===== src/rtl/xres_reset_conditioner.sv =====
// ----------------------------------------------------------------------------
// xres_reset_conditioner
//
// Conditions the buffered, asynchronous, active-low external reset pin into a
// clean, registered system reset for the clk domain.
//   1. A two-flop synchronizer brings xres_n_in into clk.
//   2. A consecutive-sample filter rejects short glitches. The filtered level
//      only changes after FILTER_CYCLES consecutive synchronized samples that
//      differ from it.
//   3. A three-state sequencer (ASSERT / HOLD / RUN) holds rst_out high for
//      HOLD_CYCLES cycles after the filtered level releases.
//   4. A saturating counter records how often a running system was pulled
//      back into reset by the external pin.
//
// Ports
//   clk           core clock; every register updates on its rising edge
//   reset         local synchronous reset, active-high; overrides everything
//   xres_n_in     external reset level from the pad buffer, active-low, async
//   rst_out       conditioned system reset, active-high, registered
//   rst_n_out     registered complement of rst_out
//   release_pulse one-cycle strobe on the first cycle rst_out reads 0
//   xres_filt     filtered, synchronized pin level (1 = released), debug
//   reset_count   saturating count of RUN->ASSERT transitions
// ----------------------------------------------------------------------------
module xres_reset_conditioner #(
   parameter int FILTER_CYCLES = 4,   // 1..255
   parameter int HOLD_CYCLES   = 16,  // 1..65535
   parameter int CNT_WIDTH     = 8
) (
   input  logic                 clk,
   input  logic                 reset,
   input  logic                 xres_n_in,
   output logic                 rst_out,
   output logic                 rst_n_out,
   output logic                 release_pulse,
   output logic                 xres_filt,
   output logic [CNT_WIDTH-1:0] reset_count
);

   localparam logic [1:0] ST_ASSERT = 2'd0;
   localparam logic [1:0] ST_HOLD   = 2'd1;
   localparam logic [1:0] ST_RUN    = 2'd2;

   localparam logic [7:0]           FILT_LAST = 8'(FILTER_CYCLES - 1);
   localparam logic [15:0]          HOLD_LAST = 16'(HOLD_CYCLES - 1);
   localparam logic [CNT_WIDTH-1:0] CNT_MAX   = '1;
   localparam logic [CNT_WIDTH-1:0] CNT_ONE   = CNT_WIDTH'(1);

   // Synchronizer
   logic s1_reg;
   logic s2_reg;

   // Filter
   logic       filt_reg;
   logic       filt_next;
   logic [7:0] filt_cnt_reg;
   logic [7:0] filt_cnt_next;

   // Sequencer
   logic [1:0]           state_reg;
   logic [1:0]           state_next;
   logic [15:0]          hold_cnt_reg;
   logic [15:0]          hold_cnt_next;
   logic [CNT_WIDTH-1:0] reset_count_reg;
   logic [CNT_WIDTH-1:0] reset_count_next;

   // Registered outputs
   logic rst_out_reg;
   logic rst_out_next;
   logic rst_n_out_reg;
   logic release_pulse_reg;
   logic release_pulse_next;

   // ------------------------------------------------------------------------
   // Filter: any sample equal to the current level restarts the run, so only
   // an unbroken run of FILTER_CYCLES differing samples moves the level.
   // ------------------------------------------------------------------------
   always_comb begin
      filt_next     = filt_reg;
      filt_cnt_next = filt_cnt_reg;
      if (s2_reg == filt_reg) begin
         filt_cnt_next = 8'd0;
      end else if (filt_cnt_reg == FILT_LAST) begin
         filt_next     = s2_reg;
         filt_cnt_next = 8'd0;
      end else begin
         filt_cnt_next = filt_cnt_reg + 8'd1;
      end
   end

   // ------------------------------------------------------------------------
   // Sequencer. In HOLD the pin check comes before the expiry check, so a pin
   // drop seen on the expiry edge aborts the release.
   // ------------------------------------------------------------------------
   always_comb begin
      state_next       = state_reg;
      hold_cnt_next    = hold_cnt_reg;
      reset_count_next = reset_count_reg;
      case (state_reg)
         ST_ASSERT: begin
            if (filt_reg) begin
               state_next    = ST_HOLD;
               hold_cnt_next = 16'd0;
            end
         end
         ST_HOLD: begin
            if (!filt_reg) begin
               state_next    = ST_ASSERT;
               hold_cnt_next = 16'd0;
            end else if (hold_cnt_reg == HOLD_LAST) begin
               state_next = ST_RUN;
            end else begin
               hold_cnt_next = hold_cnt_reg + 16'd1;
            end
         end
         ST_RUN: begin
            if (!filt_reg) begin
               state_next = ST_ASSERT;
               if (reset_count_reg != CNT_MAX) begin
                  reset_count_next = reset_count_reg + CNT_ONE;
               end
            end
         end
         default: begin
            state_next    = ST_ASSERT;
            hold_cnt_next = 16'd0;
         end
      endcase

      // Outputs are decoded from the next state so they change on the same
      // edge as the state register.
      rst_out_next       = (state_next != ST_RUN);
      release_pulse_next = (state_reg == ST_HOLD) && (state_next == ST_RUN);
   end

   always_ff @(posedge clk) begin
      if (reset) begin
         s1_reg            <= 1'b0;
         s2_reg            <= 1'b0;
         filt_reg          <= 1'b0;
         filt_cnt_reg      <= 8'd0;
         hold_cnt_reg      <= 16'd0;
         state_reg         <= ST_ASSERT;
         rst_out_reg       <= 1'b1;
         rst_n_out_reg     <= 1'b0;
         release_pulse_reg <= 1'b0;
         reset_count_reg   <= '0;
      end else begin
         s1_reg            <= xres_n_in;
         s2_reg            <= s1_reg;
         filt_reg          <= filt_next;
         filt_cnt_reg      <= filt_cnt_next;
         hold_cnt_reg      <= hold_cnt_next;
         state_reg         <= state_next;
         rst_out_reg       <= rst_out_next;
         rst_n_out_reg     <= !rst_out_next;
         release_pulse_reg <= release_pulse_next;
         reset_count_reg   <= reset_count_next;
      end
   end

   assign rst_out       = rst_out_reg;
   assign rst_n_out     = rst_n_out_reg;
   assign release_pulse = release_pulse_reg;
   assign xres_filt     = filt_reg;
   assign reset_count   = reset_count_reg;

endmodule


===== config.mk =====
export PLATFORM = sky130hd
export DESIGN_NAME = xres_reset_conditioner
export DESIGN_NICKNAME = d
export VERILOG_FILES = /design/src/rtl/xres_reset_conditioner.sv
export SDC_FILE = /design/constraint.sdc
export NUM_CORES = 1
export LEC_CHECK = 0
export CAP_MARGIN = 0
export CORE_UTILIZATION = 33
export DETAILED_ROUTE_END_ITERATION = 12
export PLACE_DENSITY = 0.49
export SYNTH_ARGS = -nofsm -noshare
export SYNTH_HDL_FRONTEND = slang
export SYNTH_SLANG_ARGS = --single-unit

===== constraint.sdc =====
create_clock -name clk -period 2.26 [get_ports clk]
set_input_delay 0.226 -clock clk [delete_from_list [all_inputs] [get_ports clk]]
set_output_delay 0.226 -clock clk [all_outputs]
set_load 0.02 [all_outputs]

==> summary by stage <==
Worst setup path
The type of the worst setup path is reg2reg. The peak fanout along the critical path is 10. The type of destination of the critical path is a flip-flop. Data arrives at the worst endpoint at 2.02 ns. The required time at the endpoint of the critical path is 2.41 ns. The worst setup path is launched from a flip-flop.

Die
The die outline area is 6370 sq um. The height of the die is 79.8 um. After floorplanning, the core was divided into 27 placement rows. The count of pins on the block boundary is 15. The die is 79.8 um wide. The placeable core area is 5680 sq um.

The starting density of the core is 35.2%.

Global route
The largest net degree at the start of global routing is 19. The global-route usage over all layers is 15.8%. The first-pass GRT wire length is 7.82 mm. The initial antenna violation count is 0.

The overall overflow remaining after global route is 0. The via count of the first global-routing pass came to 1668.

Synth
The register bit total from synthesis is 40. The post-synthesis cell count is 223. The proportion of register bits with asynchronous set or reset after synthesis is 0%. The dominant synthesized flop cell is sky130_fd_sc_hd__dfxtp_1. After synthesis, the netlist uses 55 different library cells. sky130_fd_sc_hd__dfxtp_1 takes more of the synthesized area than any other cell. After synthesis the cells add up to 2000 sq um. Summing the sequential cell areas from Yosys gives 40.1% of the chip area. Yosys attributes the largest share of cell area to sky130_fd_sc_hd__dfxtp_1, sky130_fd_sc_hd__xor2_1, sky130_fd_sc_hd__nand4_1.

Dividing the synthesized area by the synthesized cell count gives 8.95 sq um. The area share of the largest cell type after synthesis is 40.1%. The number of enable flip-flop cells after synthesis is 0.

Yosys printed 0 warnings. The net count after synthesis is 229.

Finish
In the layout the commonest cells are sky130_fd_sc_hd__dfxtp_1, sky130_fd_sc_hd__nor2_1, sky130_fd_sc_hd__clkdlybuf4s50_1. Leaving out fill and tap cells, the most frequent cell in the layout is sky130_fd_sc_hd__dfxtp_1. The register with the most flip-flops in the layout has 16 of them. The utilization of the core after routing is 39.8%.

The relative area change from synthesis to final layout is 13.2%. The antenna diode instance count is 0. The count of nets after finishing is 240. Of the cells placed in the final design, the portion with a size suffix greater than 1 is 10.6%.

STA
Setup repair after global routing left no endpoint under its margin. The max-slew violation count is 0. The relative slew slack is 64.5%. Dividing the final minimum period by the clock period gives 82.8%.

The number of failing hold endpoints at the final stage came to 0. The worst-margin pin slew is 0.533 ns. The number of setup violations in the final report is 0. The timing-limited maximum frequency is 0.535 GHz. On the final layout, the worst clock skew is 0.00560 ns. The clock period could shrink to 1.87 ns. Summed over all failing endpoints, the final setup total negative slack is 0 ns.

Clock network
TritonCTS built the clock tree. After clock tree synthesis, the clock-pin slew on the worst setup and hold paths is 0.08 ns. The H-tree depth is 2. The CTS sink count is 40. The deepest clock path buffer count is 2.

The number of clock buffers inserted by TritonCTS is 5. Once the clock tree was built, the setup fixing pass inserted 0 buffers. The later-pin clock latency in the skew report is 0.29 ns. The root buffer selected by CTS is sky130_fd_sc_hd__clkbuf_8. Buffers inserted to repair hold after CTS numbered 0. After clock tree synthesis, the repair step resized 0 gates.

Detailed routing
The post-detailed-route count of antenna-violating nets is 0. The first-iteration detailed-routing DRC count is 121. After detailed routing, the average wire length per cell comes to 14.2 um. The average via count per standard cell is 5.49. The total wirelength of the detailed-routed design is 4.35 mm. The remaining routing DRC violations is 0. The total vias in the final route is 1684. After detailed routing, the met3 layer carries 160 um of wire. In this run the top signal layer used is met4.

Before antenna repair, the detailed router went through 4 iterations. Detailed routing placed a total of 1.98 mm of wire on met2. The met1 routed wirelength after detailed routing is 2.16 mm.

Placed design
Routability-driven placement finished with a final weighted congestion of 0.744. The count of input and output buffers is 14. Detailed placement ended at an HPWL of 3.03 mm.

Power and ir drop
The maximum resistive drop on vdd is 0.311 mV. The power density over cell area is 534 nW/um^2. The static leakage power is 0.733 nW.

Flow run
The tool flagged a number of max-cap violations equal to 0.

Worst hold path
The worst min-delay path category is reg2reg.

Run status
The flow ran to the end, and the final reports show no timing, DRC or antenna violations.
## layer usage
metal | vias to the layer above | global-route usage, %
met1 | 791 | 20.4
met4 | 0 | 6.07
li1 | 862 | -
met3 | 5 | 4.00
met2 | 26 | 25.2
met5 | - | 0
## report_power, final
part           switching, mW  internal, mW  total, mW
clock                  0.262         0.215      0.478
combinational         0.0121       0.00754     0.0197
sequential           0.00173         0.706      0.708
total                  0.276         0.929       1.21
## synthesized netlist by cell type (all sizes together) (4+ instances only)
library cell  number
nor3               4
and3               7
a31oi              8
and4               4
nor4               9
or4                5
buf                8
nand4             13
xor2               9
nand3             13
dfxtp             40
nor2b              4
nor2              17
nand2             12
o21ai             10
clkbuf             5
inv                8
a21oi             10
## cell type report
cell class	instances	area, sq um
clock buffers	5	68.8
clock inverters	3	18.8
fillers	598	3420
inverters	8	30.0
multi-input cells	162	1090
flip-flops and latches	40	801
well taps	72	90.1
repair buffers	17	163
## stage by stage
step | std cells | hold WS (ns) | total power, mW | cell area (sq um) | setup WS (ns)
finish | 307 | 0.441 | 1.21 | 2260 | 0.389
global route | 307 | 0.457 | 1.25 | 2260 | 0.307
CTS | 307 | 0.442 | 1.23 | 2260 | 0.363
detailed placement | 299 | 0.428 | 0.746 | 2170 | 0.362
global placement | 299 | 0.421 | 0.745 | 2170 | 0.446
floorplan | 223 | 0.354 | 0.736 | 2000 | 0.558
## cell families (layout without fill, tap and decap cells)
group                      count (synthesis)  in the layout  share of synthesized area, %
DFF                                       40             40                          40.1
buffers and inverters                     21             33                          5.39
muxes                                      1              1                         0.501
xor gates and xnor gates                  12             12                          5.26
AOI/OAI and AO/OA                         47             47                          15.9
and+or+nand+nor                           99             99                          31.0
adders and majority gates                  3              3                          1.88
## final timing paths
path,from,to,slack [ns],cells past startpoint
setup / recovery,hold_cnt_reg[0],hold_cnt_reg[14],0.39,5
hold reg to reg,s1_reg,s2_reg,0.44,1
hold / removal,s1_reg,s2_reg,0.44,1
setup reg to reg,hold_cnt_reg[0],hold_cnt_reg[14],0.39,5
## critical path, cell delays in order (launching register included)
cell	delay (ns)
sky130_fd_sc_hd__dfxtp_1	0.36
sky130_fd_sc_hd__ha_1	0.26
sky130_fd_sc_hd__and3_4	0.23
sky130_fd_sc_hd__and4_4	0.21
sky130_fd_sc_hd__a21oi_2	0.45
sky130_fd_sc_hd__o221ai_1	0.20
No activity file was read; power rests on OpenSTA's default activity.
